$ cat src/rtl/pcounter_pkg.sv
// Shared constants for the pcounter config slave: register map, CTRL/STAT bit
// positions, access kinds and register reset values.
package pcounter_pkg;

  localparam logic [2:0] REG_CTRL  = 3'd0;
  localparam logic [2:0] REG_LOAD  = 3'd1;
  localparam logic [2:0] REG_LIMIT = 3'd2;
  localparam logic [2:0] REG_STEP  = 3'd3;
  localparam logic [2:0] REG_STAT  = 3'd4;
  localparam logic [2:0] REG_COUNT = 3'd5;

  localparam int CTRL_RUN    = 0;
  localparam int CTRL_DOWN   = 1;
  localparam int CTRL_CLEAR  = 2;
  localparam int CTRL_IRQ_EN = 3;

  localparam int STAT_WRAP = 0;
  localparam int STAT_RUN  = 1;

  // Truncated to the data width at the point of use, so LIMIT resets to all-ones.
  localparam logic [31:0] LIMIT_RST = 32'hFFFF_FFFF;
  localparam logic [31:0] STEP_RST  = 32'd1;

  typedef enum logic [1:0] {
    ACC_NONE = 2'd0,
    ACC_RD   = 2'd1,
    ACC_WR   = 2'd2
  } acc_kind_t;

endpackage

$ cat src/rtl/pcounter_cfg_slave_core.sv
// Programmable up/down wrap counter: clear > load > step, with a wrap strobe
// that is high in the cycle whose clock edge performs the wrap.
import pcounter_pkg::*;

module pcounter_core #(
  parameter int DATA_W = 10
) (
  input  logic              clk,
  input  logic              rst,
  input  logic              clear,
  input  logic              load,
  input  logic [DATA_W-1:0] load_val,
  input  logic              run,
  input  logic              down,
  input  logic [DATA_W-1:0] step,
  input  logic [DATA_W-1:0] limit,
  output logic [DATA_W-1:0] count,
  output logic              wrap
);

  logic [DATA_W:0]   sum;
  logic [DATA_W-1:0] count_next;
  logic              wrap_next;

  // Next-count arithmetic; the sum is one bit wider so overflow past LIMIT is seen.
  always_comb begin
    sum        = {1'b0, count} + {1'b0, step};
    count_next = count;
    wrap_next  = 1'b0;
    if (clear) begin
      count_next = {DATA_W{1'b0}};
    end else if (load) begin
      count_next = load_val;
    end else if (run && (step != {DATA_W{1'b0}})) begin
      if (!down) begin
        if (sum > {1'b0, limit}) begin
          count_next = {DATA_W{1'b0}};
          wrap_next  = 1'b1;
        end else begin
          count_next = sum[DATA_W-1:0];
        end
      end else begin
        if (count < step) begin
          count_next = limit;
          wrap_next  = 1'b1;
        end else begin
          count_next = count - step;
        end
      end
    end else begin
      count_next = count;
    end
  end

  assign wrap = wrap_next;

  // Count register.
  always_ff @(posedge clk) begin
    if (rst) begin
      count <= {DATA_W{1'b0}};
    end else begin
      count <= count_next;
    end
  end

endmodule

$ cat src/rtl/pcounter_cfg_slave.sv
// Config-bus responder with register bank and read-back driving pcounter_core.
// Optional feature: define PCOUNTER_WRAP_IRQ_EN to add the irq_o output and CTRL[3].
import pcounter_pkg::*;

module pcounter_cfg_slave #(
  parameter int DATA_W = 10,
  parameter int ADDR_W = 3
) (
  input  logic              clk,
  input  logic              rst,
  input  logic              cfg_enable,
  input  logic              cfg_rd_wr,
  input  logic [ADDR_W-1:0] cfg_addr,
  input  logic [DATA_W-1:0] cfg_wdata,
  output logic [DATA_W-1:0] cfg_rdata,
  output logic              cfg_rvalid,
  output logic              cfg_err,
  output logic [DATA_W-1:0] counter_o
`ifdef PCOUNTER_WRAP_IRQ_EN
  ,
  output logic              irq_o
`endif
);

  acc_kind_t         kind;
  logic              en_q;
  logic              is_wr;
  logic              wr_ctrl;
  logic              wr_load;
  logic              wr_limit;
  logic              wr_step;
  logic              wr_stat;
  logic              bad_slot;
  logic              ro_slot;
  logic              err_next;
  logic              clear_pulse;
  logic [DATA_W-1:0] rd_data;

  logic              run;
  logic              down;
  logic              irq_en;
  logic              wrap_sticky;
  logic              wrap;
  logic [DATA_W-1:0] limit;
  logic [DATA_W-1:0] step;

  // A held enable is one access: only its rising cycle counts.
  always_comb begin
    kind = ACC_NONE;
    if (cfg_enable && !en_q) begin
      kind = cfg_rd_wr ? ACC_RD : ACC_WR;
    end else begin
      kind = ACC_NONE;
    end
  end

  assign is_wr = (kind == ACC_WR);

  // Address decode: write strobes, slot legality and read-back data.
  always_comb begin
    wr_ctrl  = 1'b0;
    wr_load  = 1'b0;
    wr_limit = 1'b0;
    wr_step  = 1'b0;
    wr_stat  = 1'b0;
    bad_slot = 1'b0;
    ro_slot  = 1'b0;
    rd_data  = {DATA_W{1'b0}};
    case (cfg_addr)
      ADDR_W'(REG_CTRL): begin
        wr_ctrl               = is_wr;
        rd_data[CTRL_RUN]     = run;
        rd_data[CTRL_DOWN]    = down;
        rd_data[CTRL_IRQ_EN]  = irq_en;
      end
      ADDR_W'(REG_LOAD): begin
        wr_load = is_wr;
      end
      ADDR_W'(REG_LIMIT): begin
        wr_limit = is_wr;
        rd_data  = limit;
      end
      ADDR_W'(REG_STEP): begin
        wr_step = is_wr;
        rd_data = step;
      end
      ADDR_W'(REG_STAT): begin
        wr_stat             = is_wr;
        rd_data[STAT_WRAP]  = wrap_sticky;
        rd_data[STAT_RUN]   = run;
      end
      ADDR_W'(REG_COUNT): begin
        ro_slot = 1'b1;
        rd_data = counter_o;
      end
      default: begin
        bad_slot = 1'b1;
      end
    endcase
  end

  assign err_next    = (kind != ACC_NONE) && (bad_slot || (is_wr && ro_slot));
  assign clear_pulse = wr_ctrl && cfg_wdata[CTRL_CLEAR];

  // Bus-side registers: enable history and the registered response outputs.
  always_ff @(posedge clk) begin
    if (rst) begin
      en_q       <= 1'b0;
      cfg_rdata  <= {DATA_W{1'b0}};
      cfg_rvalid <= 1'b0;
      cfg_err    <= 1'b0;
    end else begin
      en_q       <= cfg_enable;
      cfg_rvalid <= (kind == ACC_RD);
      cfg_err    <= err_next;
      if (kind == ACC_RD) begin
        cfg_rdata <= rd_data;
      end else begin
        cfg_rdata <= cfg_rdata;
      end
    end
  end

  // Register bank; a wrap in the same cycle as a STAT clear keeps the flag set.
  always_ff @(posedge clk) begin
    if (rst) begin
      run         <= 1'b0;
      down        <= 1'b0;
      limit       <= DATA_W'(LIMIT_RST);
      step        <= DATA_W'(STEP_RST);
      wrap_sticky <= 1'b0;
    end else begin
      if (wr_ctrl) begin
        run  <= cfg_wdata[CTRL_RUN];
        down <= cfg_wdata[CTRL_DOWN];
      end
      if (wr_limit) begin
        limit <= cfg_wdata;
      end
      if (wr_step) begin
        step <= cfg_wdata;
      end
      if (wrap) begin
        wrap_sticky <= 1'b1;
      end else if (wr_stat && cfg_wdata[STAT_WRAP]) begin
        wrap_sticky <= 1'b0;
      end
    end
  end

`ifdef PCOUNTER_WRAP_IRQ_EN
  // Interrupt enable bit and the registered wrap interrupt.
  always_ff @(posedge clk) begin
    if (rst) begin
      irq_en <= 1'b0;
      irq_o  <= 1'b0;
    end else begin
      if (wr_ctrl) begin
        irq_en <= cfg_wdata[CTRL_IRQ_EN];
      end
      irq_o <= wrap_sticky & irq_en;
    end
  end
`else
  assign irq_en = 1'b0;
`endif

  pcounter_core #(
    .DATA_W(DATA_W)
  ) u_core (
    .clk      (clk),
    .rst      (rst),
    .clear    (clear_pulse),
    .load     (wr_load),
    .load_val (cfg_wdata),
    .run      (run),
    .down     (down),
    .step     (step),
    .limit    (limit),
    .count    (counter_o),
    .wrap     (wrap)
  );

endmodule

$ cat config.mk
export PLATFORM = sky130hd
export DESIGN_NAME = pcounter_cfg_slave
export DESIGN_NICKNAME = d
export VERILOG_FILES = /design/src/rtl/pcounter_pkg.sv /design/src/rtl/pcounter_cfg_slave_core.sv /design/src/rtl/pcounter_cfg_slave.sv
export SDC_FILE = /design/constraint.sdc
export NUM_CORES = 1
export LEC_CHECK = 0
export ABC_AREA = 1
export CAP_MARGIN = 10
export CORE_MARGIN = 1
export CORE_UTILIZATION = 55
export DETAILED_ROUTE_END_ITERATION = 8
export GPL_TIMING_DRIVEN = 0
export PLACE_DENSITY = 0.78
export SLEW_MARGIN = 5
export SYNTH_ARGS = -nofsm -noshare
export SYNTH_HDL_FRONTEND = slang
export SYNTH_SLANG_ARGS = --single-unit
$ cat constraint.sdc
create_clock -name clk -period 3.6 [get_ports clk]
set_input_delay 1.08 -clock clk [delete_from_list [all_inputs] [get_ports clk]]
set_output_delay 1.08 -clock clk [all_outputs]
set_load 0.05 [all_outputs]
==> results of run 1 <==
-- path summary, 6_finish.rpt --
path | slack, ns | end
max | 0.35 | u_core.count[8]
min | 0.47 | cfg_rdata[4]
max reg2reg | 0.35 | u_core.count[8]
min reg2reg | 0.47 | cfg_rdata[4]
-- where the power goes --
| group | internal (mW) | switching, mW | total, mW |
|---|---|---|---|
| combinational | 0.0888 | 0.162 | 0.250 |
| sequential | 0.519 | 0.00941 | 0.529 |
| clock | 0.222 | 0.173 | 0.395 |
| total | 0.830 | 0.344 | 1.17 |
-- registers in the layout (all words and copies together) (netlist names), 10 cells and up --
name	count
u_core.count	10
step	10
limit	10
cfg_rdata	10
-- through the flow --
step	instance area, um2	utilization
detailed placement	4130	0.646
floorplan	3650	-
global route	4250	0.666
CTS	4240	0.664
finish	4250	0.666
global placement	4130	0.646
-- critical path: cells and delay by family, from the launching register on --
kind	cells	cell delay, ns
fa+ha+maj	3	0.95
compound gates	5	0.84
simple gates	8	0.74
flops	1	0.40
xor+xnor	1	0.21
buf+inv	1	0.06
-- cells by family after synthesis --
kind of cell             count (synthesis)
XOR/XNOR                                 9
buffers and inverters                   97
flip-flops                              46
AO/OA/AOI/OAI                          110
adder cells (fa/ha/maj)                 32
AND/OR/NAND/NOR                        241
-- synth_stat cells, drive strengths merged --
cell type	count	area, um2
a21o	1	7.51
xor2	9	78.8
dfxtp	46	921
a221oi	2	17.5
a22oi	6	45.0
nor3	3	26.3
clkbuf	5	18.8
nor2	53	221
buf	11	83.8
a21oi	44	250
o22ai	2	12.5
o21bai	4	33.8
inv	80	300
ha	30	375
fa	2	40.0
nand3b	1	7.51
nand3	43	263
nand4	16	100
a211oi	1	20.0
o21ai	31	163
o221ai	3	26.3
a31oi	2	12.5
nor4	1	6.26
clkinv	1	3.75
and3	1	6.26
a21boi	1	11.3
o211ai	13	113
nand2	123	484
-- area by class of cell --
| class | instances | area (um2) |
|---|---|---|
| buffer | 16 | 103 |
| clock buffer | 6 | 82.6 |
| clock inverter | 1 | 30.0 |
| fill | 564 | 2130 |
| inverter | 81 | 304 |
| multi-input combinational | 392 | 2330 |
| sequential | 46 | 923 |
| tap | 77 | 96.3 |
| timing repair buffer | 38 | 380 |
-- placed cells by master, fill, tap and decap left out, drive strengths merged, types with 3 or more instances in the layout --
master / count
nor2: 53
a22oi: 6
nand4: 16
clkbuf: 11
clkdlybuf4s50: 38
nor3: 3
inv: 80
o221ai: 3
o211ai: 13
buf: 11
dfxtp: 46
o21ai: 31
nand3: 43
nand2: 123
o21bai: 4
xor2: 9
ha: 30
a21oi: 44
-- metal layers --
layer | part of all wire | track usage | up-vias | routed length [um]
li1 | - | - | 1854 | -
met1 | 0.45 | 0.427 | 1797 | 4810
met2 | 0.47 | 0.513 | 179 | 4980
met3 | 0.061 | 0.0467 | 28 | 648
met4 | 0.023 | 0.116 | 0 | 246
met5 | 0 | 0 | - | 0
==> impl_metrics.py, run 1 <==
metrics = {
    "cts": {
        "cts.hold.buffers_added": 0,
        "cts_max_level": 2,
        "cts.sinks": 46,
        "clk_pin_slew_ns": 0.09,
        "cts_root_buf": "clkbuf_8",
        "postCtsSetupBuffers": 0,
        "cts_made_buffers": 5,
        "ctsResizeCount": 0,
        "clock_latency_ns": 0.30,
        "tritoncts": "done",
        "max-clock-path-buffers": 2,
    },
    "worst_setup_path": {
        "crit_slowest_cell": "fa_1",
        "reg2reg_from": "step[0]",
        "crit_required_ns": 3.84,
        "startpoint": "step[0]",
        "path_max_fanout": 5,
        "crit_top_cell": "nand2_1",
        "cp.arrival_ns": 3.48,
        "crit_type": "flop to flop",
        "critPathCaptureType": "flop",
        "crit_path_max_incr_delay_ns": 0.42,
        "cp_cell_sequence": "ha_2 > inv_1 > fa_1 > o21ai_1 > nand2_1 > nand2_1 > nand3_1 > nand2_1 > xor2_1 > ha_1 > a21o_1 > a21oi_1 > nand2_1 > a21boi_4 > nand2_1 > nand3_1 > nand2_1 > a21oi_1",
        "worst_setup_path_start_kind": "flop",
        "r2r_cells": 18,
    },
    "logic_synthesis": {
        "avgSynthCellArea_um2": 6.82,
        "synth_top_family_by_area": "simple AND/OR/NAND/NOR gates",
        "synthAdderAreaFrac": 0.114,
        "muxShareOfSynthArea": 0,
        "yosys_warnings": 0,
        "yosysUniqueCellTypes": 44,
        "synth_compound_area_frac": 0.195,
        "synthXorXnorAreaFrac": 0.0216,
        "syn_nets": 584,
        "synthCells": 535,
        "syn_area_um2": 3650,
        "synth-simple-area-share": 0.306,
        "synth_seq_cells": 46,
        "yosysSeqAreaShare": 0.252,
    },
    "sta": {
        "fin_crit_sh": 0.902,
        "finalMaxSlewViolations": 0,
        "worstMarginPinSlew_ns": 0.648,
        "rsz0062_at_grt": "no",
        "hold_viol": 0,
        "fmax_mhz": 308,
        "relSlewSlack": 0.567,
        "timing.final.ws_setup_ns": 0.353,
        "final-setup-viol-count": 0,
        "clock_skew_ns": 0.00901,
        "setup-tns-final_ns": 0,
        "period_needed_ns": 3.25,
        "hold-worst-slack_ns": 0.472,
    },
    "floorplan": {
        "initial_utilization": 0.571,
        "die_w_um": 83.4,
        "fp.dieH_um": 83.4,
        "core_area_um2": 6390,
        "die_area_um2": 6960,
        "boundaryPins": 39,
        "rows": 29,
    },
    "placed_design": {
        "dp_slack_ns": 0.271,
        "placed_cells": 650,
        "port_buffers": 38,
        "gp_congestion": 0.956,
        "dp_hpwl_mm": 8.60,
    },
    "global_routing": {
        "overflow": 0,
        "antenna_found_initial": 0,
        "grt_pass1_vias": 3575,
        "gr-usage-all-layers": 0.316,
        "grt_max_degree": 14,
        "grt_pass1_wl_mm": 17.6,
    },
    "route": {
        "drc": 0,
        "viasPerCell": 5.87,
        "wire_per_inst_um": 16.3,
        "drt-initial-drc-count": 366,
        "ant_nets": 0,
        "vias": 3858,
        "wirelength_mm": 10.7,
        "first_pass_iters": 5,
    },
    "min_path": {
        "hold_class": "flop to flop",
        "holdPathStages": 2,
        "holdCritStartpoint": "cfg_rdata[4]",
    },
    "layout": {
        "n_antenna_cell": 0,
        "syn_to_final_growth_pct": 16.6,
        "drive_gt1_frac": 0.109,
        "final_nets": 629,
        "fin_cells": 657,
    },
    "power": {
        "ir_drop_mv": 0.258,
        "leakagePower_nw": 2.08,
        "finalPower_mw": 1.17,
        "power_density_nw_per_um2": 276,
    },
    "run": {
        "cap_viol_max_count": 0,
    },
    "run_status": {
        "outcome": "finished, final reports clean",
    },
}
(Power assumes the default switching activity.)
==> run 2, diff against run 1 <==
--- a/config.mk
+++ b/config.mk
@@ -7,12 +7,16 @@
 export LEC_CHECK = 0
 export ABC_AREA = 1
 export CAP_MARGIN = 10
+export CELL_PAD_IN_SITES_DETAIL_PLACEMENT = 1
+export CELL_PAD_IN_SITES_GLOBAL_PLACEMENT = 1
 export CORE_MARGIN = 1
-export CORE_UTILIZATION = 55
+export CORE_UTILIZATION = 41
 export DETAILED_ROUTE_END_ITERATION = 8
 export GPL_TIMING_DRIVEN = 0
-export PLACE_DENSITY = 0.78
+export MAX_ROUTING_LAYER = met4
+export PLACE_DENSITY_LB_ADDON = 0.1
 export SLEW_MARGIN = 5
 export SYNTH_ARGS = -nofsm -noshare
 export SYNTH_HDL_FRONTEND = slang
 export SYNTH_SLANG_ARGS = --single-unit
+export TNS_END_PERCENT = 10
==> run 2 against run 1 <==
Utilization down 17 points; cell count is 4.9% higher; first-iteration DRC count down 48%; wire length grew 20%; maximum frequency shrank 3.6%; final area grew 1.0%; critical path type unchanged; critical endpoint unchanged; largest power group unchanged.
==> impl_metrics.py, run 2 (synthesis gave the netlist of run 1 again) <==
metrics = {
    "route": {
        "wire_per_inst_um": 18.6,
        "drc": 0,
        "wirelength_mm": 12.8,
        "viasPerCell": 5.58,
        "ant_nets": 0,
        "vias": 3848,
        "drt-initial-drc-count": 192,
        "first_pass_iters": 5,
    },
    "floorplan": {
        "core_area_um2": 8680,
        "rows": 34,
        "initial_utilization": 0.420,
        "die_area_um2": 9280,
        "boundaryPins": 39,
        "fp.dieH_um": 96.3,
        "die_w_um": 96.3,
    },
    "sta": {
        "hold_viol": 0,
        "period_needed_ns": 3.37,
        "finalMaxSlewViolations": 0,
        "worstMarginPinSlew_ns": 0.736,
        "hold-worst-slack_ns": 0.471,
        "clock_skew_ns": 0.00914,
        "fin_crit_sh": 0.935,
        "fmax_mhz": 297,
        "relSlewSlack": 0.507,
        "final-setup-viol-count": 0,
    },
    "cts": {
        "cts_made_buffers": 5,
        "cts_max_level": 2,
        "cts.sinks": 46,
        "tritoncts": "done",
        "cts_root_buf": "clkbuf_8",
        "clock_latency_ns": 0.31,
        "max-clock-path-buffers": 2,
        "clk_pin_slew_ns": 0.10,
    },
    "run_status": {
        "outcome": "finished, final reports clean",
    },
    "min_path": {
        "hold_class": "flop to flop",
        "min_to": "cfg_rdata[6]",
        "holdPathStages": 2,
        "holdCritStartpoint": "cfg_rdata[6]",
    },
    "worst_setup_path": {
        "worst_setup_path_start_kind": "flop",
        "crit_slowest_cell": "fa_1",
        "critPathCaptureType": "flop",
        "r2r_cells": 18,
        "path_delay_family": "adder cells",
        "crit_buf_inv": 1,
        "cp.arrival_ns": 3.61,
        "path_max_fanout": 5,
        "crit_type": "flop to flop",
        "reg2reg_slack_ns": 0.23,
        "cp_cell_sequence": "ha_2 > inv_1 > fa_1 > o21ai_1 > nand2_1 > nand2_1 > nand3_1 > nand2_1 > xor2_1 > ha_1 > a21o_1 > a21oi_2 > nand2_1 > a21boi_4 > nand2_1 > nand3_1 > nand2_1 > a21oi_1",
        "crit_required_ns": 3.84,
        "reg2reg_from": "u_core.count[0]",
        "crit_path_max_incr_delay_ns": 0.42,
        "crit_top_cell": "nand2_1",
        "reg2reg_to": "u_core.count[8]",
    },
    "power": {
        "p_switching_mw": 0.375,
        "ir_drop_mv": 0.171,
        "share_seq_of_total_power": 0.445,
        "p_sw_frac": 0.315,
        "internal_power_mw": 0.815,
        "pwr-share-clk": 0.340,
        "leakagePower_nw": 2.07,
        "comb_power_share": 0.215,
        "power_density_nw_per_um2": 277,
    },
    "layout": {
        "layout_commonest_cell": "nand2_1",
        "final_core_util": 0.495,
        "n_antenna_cell": 0,
        "drive_gt1_frac": 0.112,
        "final_cell_mix": "nand2_1 (113), inv_1 (71), nor2_1 (48), dfxtp_1 (44), a21oi_1 (39)",
        "final_nets": 629,
        "n_fill_cell": 1160,
        "syn_to_final_growth_pct": 17.8,
    },
    "global_routing": {
        "grt_pass1_wl_mm": 20.2,
        "grt_max_degree": 16,
        "antenna_found_initial": 0,
        "grt_pass1_vias": 3872,
        "overflow": 0,
        "gr-usage-all-layers": 0.301,
    },
    "placed_design": {
        "dp_hpwl_mm": 10.5,
        "gp_congestion": 0.893,
        "port_buffers": 38,
    },
    "run": {
        "cap_viol_max_count": 0,
    },
}
run 2: cell type report:
| class | count | area [um2] | area share |
|---|---|---|---|
| flip-flops and latches | 46 | 923 | 0.215 |
| well taps | 108 | 135 | 0.0315 |
| inverters | 81 | 304 | 0.0708 |
| clock inverters | 3 | 45.0 | 0.0105 |
| repair buffers | 38 | 380 | 0.0885 |
| multi-input cells | 392 | 2340 | 0.544 |
| clock buffers | 5 | 68.8 | 0.0160 |
| plain buffers | 16 | 103 | 0.0239 |
run 2: worst max path at each step:
stage,depth (start not counted),to,start,slack [ns]
finish,18,u_core.count[8],u_core.count[0],0.23
global route,18,u_core.count[8],u_core.count[0],-0.01
CTS,18,u_core.count[2],u_core.count[0],0.1
detailed placement,18,u_core.count[3],u_core.count[0],0.15
global placement,18,u_core.count[0],u_core.count[0],0.25
floorplan,18,u_core.count[8],u_core.count[0],0.45
run 2: worst reg2reg max path, stage by stage (launching register included):
cell and delay (ns):
dfxtp_2 0.41, ha_2 0.25, inv_1 0.07, fa_1 0.42, o21ai_1 0.15, nand2_1 0.07
nand2_1 0.11, nand3_1 0.08, nand2_1 0.14, xor2_1 0.24, ha_1 0.29, a21o_1 0.17
a21oi_2 0.18, nand2_1 0.15, a21boi_4 0.24, nand2_1 0.08, nand3_1 0.08, nand2_1 0.06
a21oi_1 0.11
run 2: through the flow:
| step | setup slack, ns | instances | power [mW] | setup TNS, ns | area, um2 |
|---|---|---|---|---|---|
| 6_report | 0.233 | 689 | 1.19 | 0 | 4300 |
| 5_1_grt | -0.0143 | 689 | 1.23 | -0.0372 | 4300 |
| 4_1_cts | 0.0992 | 689 | 1.19 | 0 | 4280 |
| 3_5_place_dp | 0.146 | 681 | 0.794 | 0 | 4160 |
| 3_3_place_gp | 0.248 | 681 | 0.788 | 0 | 4160 |
| 2_1_floorplan | 0.450 | 535 | 0.706 | 0 | 3650 |
run 2: layer usage:
| metal | vias to the layer above | global-route usage | wire length, um |
|---|---|---|---|
| met2 | 88 | 0.491 | 6000 |
| met5 | - | - | 0 |
| met3 | 21 | 0.0419 | 613 |
| li1 | 1861 | - | - |
| met1 | 1878 | 0.392 | 5910 |
| met4 | 0 | 0.0760 | 286 |
run 2: power groups by stage:
stage	Clock (mW)	Sequential, mW	Combinational [mW]
after CTS	0.404	0.529	0.254
after floorplan	0	0.558	0.148
after detailed placement	0	0.541	0.252
final	0.405	0.530	0.256
after global placement	0	0.541	0.247
after global routing	0.425	0.531	0.279
run 2: repair_timing:
item                       in CTS  in global routing
buffers inserted                0                  0
setup endpoints to repair       0                 11
resized for setup               0                  6
hold buffers                    0                  0
==> run 3, diff against run 2 <==
--- a/config.mk
+++ b/config.mk
@@ -15,6 +15,7 @@
 export GPL_TIMING_DRIVEN = 0
 export MAX_ROUTING_LAYER = met4
 export PLACE_DENSITY_LB_ADDON = 0.1
+export SKIP_CTS_REPAIR_TIMING = 1
 export SLEW_MARGIN = 5
 export SYNTH_ARGS = -nofsm -noshare
 export SYNTH_HDL_FRONTEND = slang
==> results of run 3 <==
Same layout as run 2: the final DEF is identical, and so are final timing and power.
